**src/rtl/yd_pkg.sv**
```systemverilog
// Shared Yduck register-file constants and the arbiter's grant record.
package yd_pkg;

    localparam int DW = 16;
    localparam int AW = 4;

    localparam logic [AW-1:0] ZE_ADDR = 4'h0;
    localparam logic [AW-1:0] DK_ADDR = 4'h1;
    localparam logic [AW-1:0] R0_ADDR = 4'h2;
    localparam logic [AW-1:0] PC_ADDR = 4'hF;

    // Index field sized for the largest legal requester count (4).
    typedef struct packed {
        logic       vld;
        logic [1:0] idx;
    } pick_t;

endpackage

```
**src/rtl/yd_wb_arb_if.sv**
```systemverilog
// Requester-side write-request bundle: packed per-requester valid/addr/data and ready.
interface yd_wb_arb_if #(
    parameter int NREQ = 3,
    parameter int DW   = yd_pkg::DW,
    parameter int AW   = yd_pkg::AW
);

    logic [NREQ-1:0]    req_valid;
    logic [NREQ*AW-1:0] req_addr;
    logic [NREQ*DW-1:0] req_data;
    logic [NREQ-1:0]    req_ready;

    modport master (output req_valid, output req_addr, output req_data, input req_ready);
    modport slave  (input req_valid, input req_addr, input req_data, output req_ready);

endinterface

```
**src/rtl/yd_rr_pick2.sv**
```systemverilog
// Combinational round-robin scan: up to two real grants per cycle, plus the
// address-conflict and PC-conflict masks of the requesters it had to skip.
module yd_rr_pick2
    import yd_pkg::pick_t;
#(
    parameter int            NREQ    = 3,
    parameter int            AW      = yd_pkg::AW,
    parameter logic [AW-1:0] ZE_ADDR = yd_pkg::ZE_ADDR,
    parameter logic [AW-1:0] PC_ADDR = yd_pkg::PC_ADDR
) (
    input  logic [NREQ-1:0]          valid,
    input  logic [NREQ*AW-1:0]       addr,
    input  logic [$clog2(NREQ)-1:0]  rr,
    output logic [NREQ-1:0]          grant,
    output pick_t                    g0,
    output pick_t                    g1,
    output logic [NREQ-1:0]          dup_mask,
    output logic [NREQ-1:0]          pc_mask
);

    localparam int IW = $clog2(NREQ);

    logic [1:0]    n;
    logic          pc_taken;
    logic [AW-1:0] a;
    logic [AW-1:0] first_a;
    logic [IW-1:0] idx;

    always_comb begin
        n        = '0;
        pc_taken = 1'b0;
        a        = '0;
        first_a  = '0;
        idx      = '0;
        grant    = '0;
        dup_mask = '0;
        pc_mask  = '0;
        g0       = '0;
        g1       = '0;
        for (int k = 0; k < NREQ; k++) begin
            idx = IW'((int'(rr) + k) % NREQ);
            a   = addr[idx*AW +: AW];
            if (valid[idx]) begin
                // Zero-register writes are swallowed without using a port.
                if (a == ZE_ADDR) begin
                    grant[idx] = 1'b1;
                end else if (n != 2'd2) begin
                    if (n == 2'd1 && a == first_a) begin
                        dup_mask[idx] = 1'b1;
                    end else if (a == PC_ADDR && pc_taken) begin
                        pc_mask[idx] = 1'b1;
                    end else begin
                        grant[idx] = 1'b1;
                        if (n == 2'd0) begin
                            g0.vld  = 1'b1;
                            g0.idx  = 2'(idx);
                            first_a = a;
                        end else begin
                            g1.vld = 1'b1;
                            g1.idx = 2'(idx);
                        end
                        pc_taken = pc_taken | (a == PC_ADDR);
                        n        = n + 2'd1;
                    end
                end
            end
        end
    end

endmodule

```
**src/rtl/yd_wb_arb.sv**
```systemverilog
// Write-back arbiter: merges NREQ unit writes onto the register file's two write
// ports and jpc input. YD_WB_ARB_STAT_EN adds per-requester stall counters.
module yd_wb_arb
    import yd_pkg::pick_t;
#(
    parameter int            NREQ    = 3,
    parameter int            DW      = yd_pkg::DW,
    parameter int            AW      = yd_pkg::AW,
    parameter logic [AW-1:0] ZE_ADDR = yd_pkg::ZE_ADDR,
    parameter logic [AW-1:0] PC_ADDR = yd_pkg::PC_ADDR
) (
    input  logic          clk,
    input  logic          rst,
    yd_wb_arb_if.slave    req,
    input  logic          flush,
    input  logic          hold,
    output logic          we0,
    output logic [AW-1:0] waddr0,
    output logic [DW-1:0] din0,
    output logic          we1,
    output logic [AW-1:0] waddr1,
    output logic [DW-1:0] din1,
    output logic          jpc
`ifdef YD_WB_ARB_STAT_EN
    ,
    input  logic [1:0]    stat_sel,
    output logic [15:0]   stat_cnt
`endif
);

    localparam int IW = $clog2(NREQ);

    logic [IW-1:0]   rr_q, rr_d;
    logic            we0_q, we0_d, we1_q, we1_d, jpc_q, jpc_d;
    logic [AW-1:0]   waddr0_q, waddr0_d, waddr1_q, waddr1_d;
    logic [DW-1:0]   din0_q, din0_d, din1_q, din1_d;
    logic            pc_wr;
    logic [NREQ-1:0] grant, dup_mask, pc_mask;
    pick_t           g0, g1;

    yd_rr_pick2 #(
        .NREQ    (NREQ),
        .AW      (AW),
        .ZE_ADDR (ZE_ADDR),
        .PC_ADDR (PC_ADDR)
    ) u_pick (
        .valid    (req.req_valid),
        .addr     (req.req_addr),
        .rr       (rr_q),
        .grant    (grant),
        .g0       (g0),
        .g1       (g1),
        .dup_mask (dup_mask),
        .pc_mask  (pc_mask)
    );

    // Conflict masks are kept on the picker boundary for debug visibility only.
    logic unused_masks;
    assign unused_masks = ^{dup_mask, pc_mask};

    assign req.req_ready = grant & {NREQ{~(flush | rst)}};

    always_comb begin
        rr_d     = rr_q;
        we0_d    = 1'b0;
        we1_d    = 1'b0;
        waddr0_d = waddr0_q;
        din0_d   = din0_q;
        waddr1_d = waddr1_q;
        din1_d   = din1_q;
        pc_wr    = 1'b0;
        // A flush kills this cycle's grants and freezes the rotation.
        if (!flush) begin
            if (g0.vld) begin
                we0_d    = 1'b1;
                waddr0_d = req.req_addr[g0.idx*AW +: AW];
                din0_d   = req.req_data[g0.idx*DW +: DW];
                rr_d     = IW'((int'(g0.idx) + 1) % NREQ);
            end
            if (g1.vld) begin
                we1_d    = 1'b1;
                waddr1_d = req.req_addr[g1.idx*AW +: AW];
                din1_d   = req.req_data[g1.idx*DW +: DW];
                rr_d     = IW'((int'(g1.idx) + 1) % NREQ);
            end
            pc_wr = (we0_d && waddr0_d == PC_ADDR) || (we1_d && waddr1_d == PC_ADDR);
        end
        jpc_d = pc_wr | hold;
    end

    always_ff @(posedge clk) begin
        if (rst) begin
            rr_q     <= '0;
            we0_q    <= 1'b0;
            we1_q    <= 1'b0;
            waddr0_q <= '0;
            din0_q   <= '0;
            waddr1_q <= '0;
            din1_q   <= '0;
            jpc_q    <= 1'b0;
        end else begin
            rr_q     <= rr_d;
            we0_q    <= we0_d;
            we1_q    <= we1_d;
            waddr0_q <= waddr0_d;
            din0_q   <= din0_d;
            waddr1_q <= waddr1_d;
            din1_q   <= din1_d;
            jpc_q    <= jpc_d;
        end
    end

    assign we0    = we0_q;
    assign waddr0 = waddr0_q;
    assign din0   = din0_q;
    assign we1    = we1_q;
    assign waddr1 = waddr1_q;
    assign din1   = din1_q;
    assign jpc    = jpc_q;

`ifdef YD_WB_ARB_STAT_EN
    logic [NREQ-1:0][15:0] stall_q, stall_d;

    always_comb begin
        stall_d = stall_q;
        for (int i = 0; i < NREQ; i++) begin
            if (req.req_valid[i] && !req.req_ready[i] && !flush && stall_q[i] != 16'hFFFF)
                stall_d[i] = stall_q[i] + 16'd1;
        end
    end

    always_ff @(posedge clk) begin
        if (rst) stall_q <= '0;
        else     stall_q <= stall_d;
    end

    assign stat_cnt = (32'(stat_sel) < NREQ) ? stall_q[stat_sel] : 16'h0;
`endif

endmodule
```
**src/flat_wrapper.sv**
```systemverilog
// flat-port wrapper written by rule: the top's interface ports become plain ports
module yd_wb_arb_flat import yd_pkg::pick_t;
#(
    parameter int            NREQ    = 3,
    parameter int            DW      = yd_pkg::DW,
    parameter int            AW      = yd_pkg::AW,
    parameter logic [AW-1:0] ZE_ADDR = yd_pkg::ZE_ADDR,
    parameter logic [AW-1:0] PC_ADDR = yd_pkg::PC_ADDR
)
  (clk, rst, flush, hold, we0, waddr0, din0, we1, waddr1, din1, jpc, req_req_valid, req_req_addr, req_req_data, req_req_ready);
  yd_wb_arb_if #(.NREQ(NREQ), .DW(DW), .AW(AW)) req_i ();
  input  logic clk;
  input  logic rst;
  input  logic flush;
  input  logic hold;
  output logic we0;
  output logic [AW-1:0] waddr0;
  output logic [DW-1:0] din0;
  output logic we1;
  output logic [AW-1:0] waddr1;
  output logic [DW-1:0] din1;
  output logic jpc;
  input wire logic [$bits(req_i.req_valid)-1:0] req_req_valid;
  input wire logic [$bits(req_i.req_addr)-1:0] req_req_addr;
  input wire logic [$bits(req_i.req_data)-1:0] req_req_data;
  output wire logic [$bits(req_i.req_ready)-1:0] req_req_ready;
  assign req_i.req_valid = req_req_valid;
  assign req_i.req_addr = req_req_addr;
  assign req_i.req_data = req_req_data;
  assign req_req_ready = req_i.req_ready;
  yd_wb_arb #(.NREQ(NREQ), .DW(DW), .AW(AW), .ZE_ADDR(ZE_ADDR), .PC_ADDR(PC_ADDR)) u_core (.clk(clk), .rst(rst), .req(req_i), .flush(flush), .hold(hold), .we0(we0), .waddr0(waddr0), .din0(din0), .we1(we1), .waddr1(waddr1), .din1(din1), .jpc(jpc));
endmodule
```
**config.mk**
```make
export PLATFORM = sky130hd
export DESIGN_NAME = yd_wb_arb_flat
export DESIGN_NICKNAME = d
export VERILOG_FILES = /design/src/rtl/yd_pkg.sv /design/src/rtl/yd_wb_arb_if.sv /design/src/rtl/yd_rr_pick2.sv /design/src/rtl/yd_wb_arb.sv /design/src/flat_wrapper.sv
export SDC_FILE = /design/constraint.sdc
export NUM_CORES = 1
export LEC_CHECK = 0
export CAP_MARGIN = 20
export CORE_AREA = 2 2 87 89
export DETAILED_ROUTE_END_ITERATION = 16
export DIE_AREA = 0 0 89 91
export PLACE_DENSITY_LB_ADDON = 0.3
export SKIP_LAST_GASP = 1
export SLEW_MARGIN = 30
export SYNTH_ARGS = -nofsm -noshare
export SYNTH_HDL_FRONTEND = slang
export SYNTH_SLANG_ARGS = --single-unit
```
**constraint.sdc**
```tcl
create_clock -name clk -period 12.7 [get_ports clk]
set_clock_uncertainty 0.1 [all_clocks]
set_input_delay 2.54 -clock clk [delete_from_list [all_inputs] [get_ports clk]]
set_output_delay 2.54 -clock clk [all_outputs]
set_load 0.005 [all_outputs]
```
# Word-level counts from Yosys, hierarchy flattened
# Index checks and enable logic that the tools add are counted.
# classes
add_sub_neg	5
multipliers	0
div	5
n_lt_le_gt_ge	6
eq_ne	11
shift	7
muxes	82
bitwise	8
reduce_logical	20
# ops
op	n
$mod A32 B3 Y32 const B	4
$mux W3	37
$shiftx A48 B7 Y16	2
$shiftx A12 B5 Y4	5
$mux W4	12
$mod A3 B3 Y32 const B	1
$eq A4 B4 Y1 const B	5
$mux W1	19
$mux W2	8
$logic_not A4 Y1	3
$add A2 B1 Y3 const B	3
$logic_and A1 B1 Y1	9
$lt A2 B3 Y1 const B	3
$eq A4 B4 Y1	2
$bmux W1 S2	3
$demux W1 S2	3
$ge A2 B1 Y1 const B	3
$or A3 B3 Y3	2
$reduce_and A2 Y1	3
$eq A2 B1 Y1 const B	2
$logic_not A2 Y1	2
$ne A2 B2 Y1 const B	2
$add A2 B2 Y3 const B	1
$and A3 B3 Y3	1
other kinds (6)	9
# totals
reg_bits	45
latch_bits	0
ramBits	0
rom_bits	0
mem_count	0

# Longest topological paths before layout
# Gate-level depths: netlist of the first run.
# logic_depth
depth_word	26
mapped_depth	23
mapped_depth_nobuf	19

# By module
# A second synthesis of the first run with hierarchy kept.
# hier_totals
hier_cells	471
hier_area_um2	3952.5
# modules_own_cells
module	instances	cells_per_inst	area_per_inst_um2	seq_area_each_um2
yd_wb_arb	1	305	2597.5	900.9
yd_rr_pick2	1	166	1355.0	0.0

# Worst setup path before layout of the first run
# Ideal clock, no wire load.
# synth_path
kind	input-to-output
startpoint	input req_req_addr[6]
endpoint	output req_req_ready[0]
arrival_time_ns	4.968
required_ns	10.060
setup_slack_ns	5.092
path_stages	16
path_cell_list	mux2i_1 -> o2bb2ai_1 -> and2_1 -> nand4_1 -> nor2_1 -> inv_1 -> ha_1 -> inv_1 -> o21ai_0 -> o2111ai_4 -> nor2_1 -> inv_1 -> a31oi_1 -> nor2_1 -> a222oi_1 -> nor3_1
# synth_between
elab_chain_len	18
word_cells_on_any_way	56
classes_between	add/sub (1); eq/ne (9); shift (3); mux (32); bitwise (3); reduce/logical (8)
# synth_lines
element	line	text
from (decl)	flat_wrapper.sv:24	input wire logic [$bits(req_i.req_addr)-1:0] req_req_addr;
$shiftx A12 B5 Y4	yd_rr_pick2.sv:42	a = addr[idx*AW +: AW];
$logic_not A4 Y1	--	
$mux W1	yd_rr_pick2.sv:45	if (a == ZE_ADDR) begin
$mux W2	yd_rr_pick2.sv:43	if (valid[idx]) begin
$logic_not A2 Y1	yd_rr_pick2.sv:54	if (n == 2'd0) begin
$mux W4	yd_rr_pick2.sv:54	
$mux W4	yd_rr_pick2.sv:50	end else if (a == PC_ADDR && pc_taken) begin
$mux W4	yd_rr_pick2.sv:48	if (n == 2'd1 && a == first_a) begin
(+2 left out)	--	
$mux W4	yd_rr_pick2.sv:43	
$eq A4 B4 Y1	yd_rr_pick2.sv:48	
$logic_and A1 B1 Y1	yd_rr_pick2.sv:48	
$mux W3	yd_rr_pick2.sv:48	
$mux W3	yd_rr_pick2.sv:47	end else if (n != 2'd2) begin
$mux W3	yd_rr_pick2.sv:45	
$mux W3 *	yd_rr_pick2.sv:43	
$and A3 B3 Y3 *	yd_wb_arb.sv:61	assign req.req_ready = grant & {NREQ{~(flush | rst)}};
to (decl)	flat_wrapper.sv:26	output wire logic [$bits(req_i.req_ready)-1:0] req_req_ready;
# Every way passes the cells marked *; elsewhere a longest branch is shown, timed or not.

# Worst setup path in the final report of the first run
# Ends and elaborated chain as after synthesis.

==> results of run 1 <==
metal layers:
metal,part of all wire (%),global-route usage [%],vias up
li1,-,-,1842
met1,45,36.9,1663
met2,46,42.3,134
met3,7.6,6.91,15
met4,1.9,8.83,0
met5,0,0,-
sequential cells by signal, summed over array words and instances, names as in the netlist:
signal,count
u_core.we1,1
u_core.waddr1,4
u_core.we0,1
u_core.din1,16
u_core.din0,16
u_core.jpc,1
u_core.rr_q,2
u_core.waddr0,4
final cells by class:
cell class | instances | area, um2 | area share (%)
Timing Repair Buffer | 119 | 1180 | 24.3
Multi-Input combinational cell | 365 | 2500 | 51.7
Clock buffer | 5 | 68.8 | 1.42
Clock inverter | 3 | 25.0 | 0.518
Inverter | 10 | 40.0 | 0.828
Sequential cell | 45 | 901 | 18.6
Tap cell | 99 | 124 | 2.56
metrics by stage:
stage               cell area (um2)  power [W]  cells  util, %
floorplan                      3580   0.000837    455        -
detailed placement             4740    0.00112    638     66.4
CTS                            4830    0.00122    646     67.7
global route                   4830    0.00132    646     67.7
global placement               4720    0.00111    637     66.2
finish                         4830    0.00122    646     67.7
critical path: cells and delay by family:
| family | cells | cell delay [ns] |
|---|---|---|
| buffers and inverters | 5 | 1.24 |
| multiplexers | 1 | 0.10 |
| adder cells (fa/ha/maj) | 1 | 0.32 |
| AO/OA/AOI/OAI | 5 | 1.41 |
| AND/OR/NAND/NOR | 6 | 0.92 |
power breakdown:
group	total, W	switching, W	internal [W]
Clock	0.0000945	0.0000547	0.0000398
Sequential	0.000225	0.0000300	0.000195
Combinational	0.000902	0.000509	0.000393
Total	0.00122	0.000593	0.000628
how the worst min path moves through the flow:
stage,to,from,depth (start not counted),slack (ns)
after floorplan,u_core.waddr1[3],u_core.waddr1[3],2,0.35
after global placement,u_core.waddr1[3],u_core.waddr1[3],2,0.35
after detailed placement,u_core.waddr1[3],u_core.waddr1[3],2,0.35
after CTS,u_core.waddr1[3],u_core.waddr1[3],2,0.38
after global routing,u_core.waddr1[3],u_core.waddr1[3],2,0.40
final,u_core.waddr1[3],u_core.waddr1[3],2,0.37
cells in the mapped netlist, drive strengths merged (2+ instances only):
cell type,instances
a211oi,37
a21oi,41
a222oi,2
a31oi,5
and2,2
buf,21
clkbuf,14
dfxtp,45
ha,7
inv,10
mux2,3
mux2i,62
nand2,28
nand2b,5
nand3b,2
nand4,3
nor2,83
nor2b,8
nor3,7
nor3b,3
nor4,3
o21ai,16
o22ai,8
o2bb2ai,5
o31ai,2
or3,2
or4,2
xnor2,2
xor2,6
logic make-up after synthesis:
kind of cell,after synthesis,share of synthesized area (%)
AND/OR/NAND/NOR,154,19.4
AO/OA/AOI/OAI,131,26.2
multiplexers,65,18.4
buffers and inverters,45,6.22
flip-flops,45,25.2
XOR/XNOR,8,2.17
adder cells (fa/ha/maj),7,2.45
==> results.cfg, run 1 <==
[cts]
cts.repair.resized = 0
htreeDepth = 2
clk_pin_slew_ns = 0.10
numCtsBuffers = 5
cts.sinks = 45
holdBufCountCts = 0
cts_setup_buffers = 0
clk_path_buf_depth = 2
cts-root-buf = clkbuf_8
cts_tree = done
insertion_delay_ns = 0.31

[yosys]
yosys.area.top_type = dfxtp_1
synth-main-ff-cell = dfxtp_1
yosysTopAreaCellShare_pct = 25.2
syn_nets = 529
async_flop_share_pct = 0
yosysWarningCount = 0
netlist_top_cells_area = dfxtp_1, mux2i_1, nor2_1
ys_types = 62
syn_area_um2 = 3580
ys_seq_area_share_pct = 25.2
synth-edff-count = 0
syn_avg_cell_area_um2 = 7.86
synth_seq_cells = 45
synthCells = 455

[routing]
wl_per_cell_um = 17.0
vias_per_cell = 5.66
wl_um = 11000
drt-pass1-iter-count = 5
vias = 3654
drtIter0Drc = 249
drc_errors = 0
ant_nets = 0

[timing]
fin_crit_ns = 9.18
max_freq_ghz = 0.109
worst_slack_ns = 3.52
hold_slack_ns = 0.374
tns_ns = 0
setup_violations = 0
slew_headroom_pct = 41.1
drv_slew = 0
min_period_over_period_pct = 72.3
rsz0062_at_grt = no
hold_viol_final = 0
worst_pin_slew_ns = 0.884

[die]
die-area_um2 = 8100
num_rows = 31
initial_core_util_pct = 50.1
io_pins = 113
die_w_um = 89
fp.dieH_um = 91
core_area_um2 = 7140

[worst_setup_path]
slowest_stage = clkdlybuf4s50_1
r2r-start = u_core.rr_q[0]
crit_required_ns = 10.06
endpoint = req_req_ready[0]
critical_path.startpoint = req_req_addr[6]
regToRegEndpoint = u_core.jpc
ff2ff_path_depth = 17
cp_max_fo = 6
cp.arrival_ns = 6.54
cp_cell_sequence = clkdlybuf4s50_1, mux2i_1, o2bb2ai_1, and2_1, nand4_1, nor2_1, inv_1, ha_1, inv_1, o21ai_0, o2111ai_4, nor2_1, inv_1, a31oi_1, nor2_1, a222oi_1, nor3_1, clkdlybuf4s50_1
critPathLaunchType = input pin
slowest_delay_ns = 0.56
cp-end-kind = output pin
r2r_slack_ns = 6.39
path_class = in -> out

[cells_and_area]
final_nets = 620
final_cell_mix = clkdlybuf4s50_1, nor2_1, mux2i_1, dfxtp_1, a21oi_1
antenna_cells = 0
final_common_cell = clkdlybuf4s50_1
synthToLayoutAreaGrowth_pct = 35.1
fill_cells = 608
drive_above_1_share_pct = 7.13

[run]
maxCapViolations = 0

[place]
dp_hpwl_um = 8160
portBuffers = 112
place_ws_ns = 3.62
gp_congestion = 0.949

[grt]
first_global_vias = 3520
overflow = 0
antenna_found_initial = 0
grt_usage_pct = 27.3
grt_pass1_wl_um = 17500
grt_start_max_net_pins = 49

[power_and_ir_drop]
p_per_area_nw_per_um2 = 253
leakage_nw = 1.98
ir_drop_mv = 0.123

[outcome]
status = completed

[worst_hold_path]
hp-class = reg -> reg
(Power assumes the default switching activity.)
==> run 2, diff against run 1 <==
--- a/config.mk
+++ b/config.mk
@@ -6,9 +6,9 @@
 export NUM_CORES = 1
 export LEC_CHECK = 0
 export CAP_MARGIN = 20
-export CORE_AREA = 2 2 87 89
+export CORE_AREA = 2 2 95 97
 export DETAILED_ROUTE_END_ITERATION = 16
-export DIE_AREA = 0 0 89 91
+export DIE_AREA = 0 0 97 99
 export PLACE_DENSITY_LB_ADDON = 0.3
 export SKIP_LAST_GASP = 1
 export SLEW_MARGIN = 30
==> constraint.sdc (replaced) <==
create_clock -name clk -period 8.06 [get_ports clk]
set_clock_uncertainty 0.1 [all_clocks]
set_input_delay 1.612 -clock clk [delete_from_list [all_inputs] [get_ports clk]]
set_output_delay 1.612 -clock clk [all_outputs]
set_load 0.005 [all_outputs]
==> run 2 against run 1 <==
Design area increased by 0.52%; clock power increased by 53%; sequential power increased by 57%; setup slack got worse by 2.8 ns; cell count increased by 1.7%; critical path depth decreased by 1; combinational power increased by 60%; die area increased by 19%; critical path type unchanged; largest cell class unchanged; largest power group unchanged.
==> results.cfg, run 2 (synthesis results as in run 1) <==
[cells_and_area]
synthToLayoutAreaGrowth_pct = 35.8
final_cell_mix = clkdlybuf4s50_1, nor2_1, mux2i_1, dfxtp_1, a21oi_1
final_nets = 622
final_common_cell = clkdlybuf4s50_1
drive_above_1_share_pct = 7.47
antenna_cells = 0

[routing]
vias = 3772
wl_per_cell_um = 17.5
wl_um = 11500
drtIter0Drc = 156
ant_nets = 0
drt-pass1-iter-count = 5
drc_errors = 0
vias_per_cell = 5.74

[worst_setup_path]
critPathLaunchType = input pin
cp_cell_sequence = clkdlybuf4s50_1, mux2i_1, o21ai_0, nand4_1, nor2_1, inv_1, ha_1, inv_1, o21ai_0, o2111ai_4, nor2_1, inv_1, a31oi_1, nor2_1, a222oi_1, nor3_1, clkdlybuf4s50_1
crit_buf_inv = 5
cp_max_fo = 6
slowest_stage = o21ai_0
regToRegEndpoint = u_core.jpc
cp.arrival_ns = 5.67
r2r-start = u_core.rr_q[1]
cp-end-kind = output pin
critPathTopFamily = compound AO/OA/AOI/OAI gates
crit_required_ns = 6.35
path_class = in -> out
slowest_delay_ns = 0.66
ff2ff_path_depth = 18
r2r_slack_ns = 2.13

[timing]
tns_ns = 0
setup_violations = 0
slew_headroom_pct = 40.7
worst_pin_slew_ns = 0.889
min_period_over_period_pct = 91.6
fin_crit_ns = 7.38
max_freq_ghz = 0.136
hold_viol_final = 0
rsz0062_at_grt = no
drv_slew = 0

[grt]
grt_usage_pct = 23.4
first_global_vias = 3651
met2_usage_pct = 37.9
antenna_found_initial = 0
grt_pass1_wl_um = 18500
overflow = 0
top_usage_layer = met2
met1_usage_pct = 29.9
grt_use_met3_pct = 7.16
grt_start_max_net_pins = 49

[die]
num_rows = 34
fp.dieH_um = 99
die_w_um = 97
core_area_um2 = 8550
io_pins = 113
die-area_um2 = 9600
initial_core_util_pct = 41.8

[place]
portBuffers = 112
dp_hpwl_um = 8570
gp_congestion = 0.966

[power_and_ir_drop]
ir_drop_mv = 0.182
finalPower_w = 0.00194
leakage_nw = 1.98
p_per_area_nw_per_um2 = 400

[cts]
cts.sinks = 45
insertion_delay_ns = 0.30
cts.repair.resized = 0
cts_tree = done
cts_setup_buffers = 0
clk_pin_slew_ns = 0.09
numCtsBuffers = 5
clk_path_buf_depth = 2
holdBufCountCts = 0
htreeDepth = 2
cts-root-buf = clkbuf_8

[run]
maxCapViolations = 0

[worst_hold_path]
min_from = u_core.waddr1[3]
hp-class = reg -> reg
hold_depth = 2
hold_end = u_core.waddr1[3]

[outcome]
status = completed
## run 2: worst reg2reg max path, cell delays in order (launching register included)
cell and delay, ns:
dfxtp_1 0.35, inv_1 0.09, ha_1 0.69, mux2i_1 0.17
o21ai_0 0.66, nand4_1 0.26, nor2_1 0.25, inv_1 0.07
ha_1 0.30, or4_1 0.52, a211oi_2 0.50, mux2i_2 0.26
buf_4 0.31, and2_1 0.18, buf_4 0.27, o2bb2ai_1 0.15
nand2_1 0.08, or4b_1 0.48, a31oi_1 0.16
## run 2: per-layer routing
layer | wire, um | vias to the layer above | part of all wire [%]
li1 | - | 1860 | -
met1 | 4820 | 1741 | 42
met2 | 5390 | 154 | 47
met3 | 1080 | 17 | 9.4
met4 | 184 | 0 | 1.6
met5 | 0 | - | 0
## run 2: cell type report
type,count,area (um2)
inverter,10,40.0
fill,794,3690
timing repair buffer,121,1180
clock buffer,5,68.8
clock inverter,3,25.0
multi-input combinational,365,2510
tap,108,135
sequential,45,901
## run 2: power by group
part	internal (W)	switching (W)
clock	0.0000626	0.0000828
sequential	0.000308	0.0000463
combinational	0.000623	0.000821
## run 2: worst max path at each step
stage	from	endpoint	slack (ns)	depth (start not counted)
after floorplan	req_req_addr[6]	req_req_ready[0]	2.31	16
after global placement	req_req_addr[4]	req_req_ready[0]	0.89	17
after global routing	req_req_addr[4]	req_req_ready[0]	0.26	17
after CTS	req_req_addr[0]	req_req_ready[0]	0.76	17
after detailed placement	req_req_addr[0]	req_req_ready[0]	0.79	17
final	req_req_addr[4]	req_req_ready[0]	0.68	17
## run 2: metrics by stage
stage | setup slack, ns | hold slack (ns) | area (um2) | cells | utilization (%)
after floorplan | 2.31 | 0.353 | 3580 | 455 | -
after global placement | 0.893 | 0.351 | 4760 | 649 | 55.6
after detailed placement | 0.788 | 0.363 | 4760 | 649 | 55.7
after CTS | 0.764 | 0.380 | 4850 | 657 | 56.8
after global routing | 0.261 | 0.392 | 4860 | 657 | 56.8
final | 0.680 | 0.377 | 4860 | 657 | 56.8
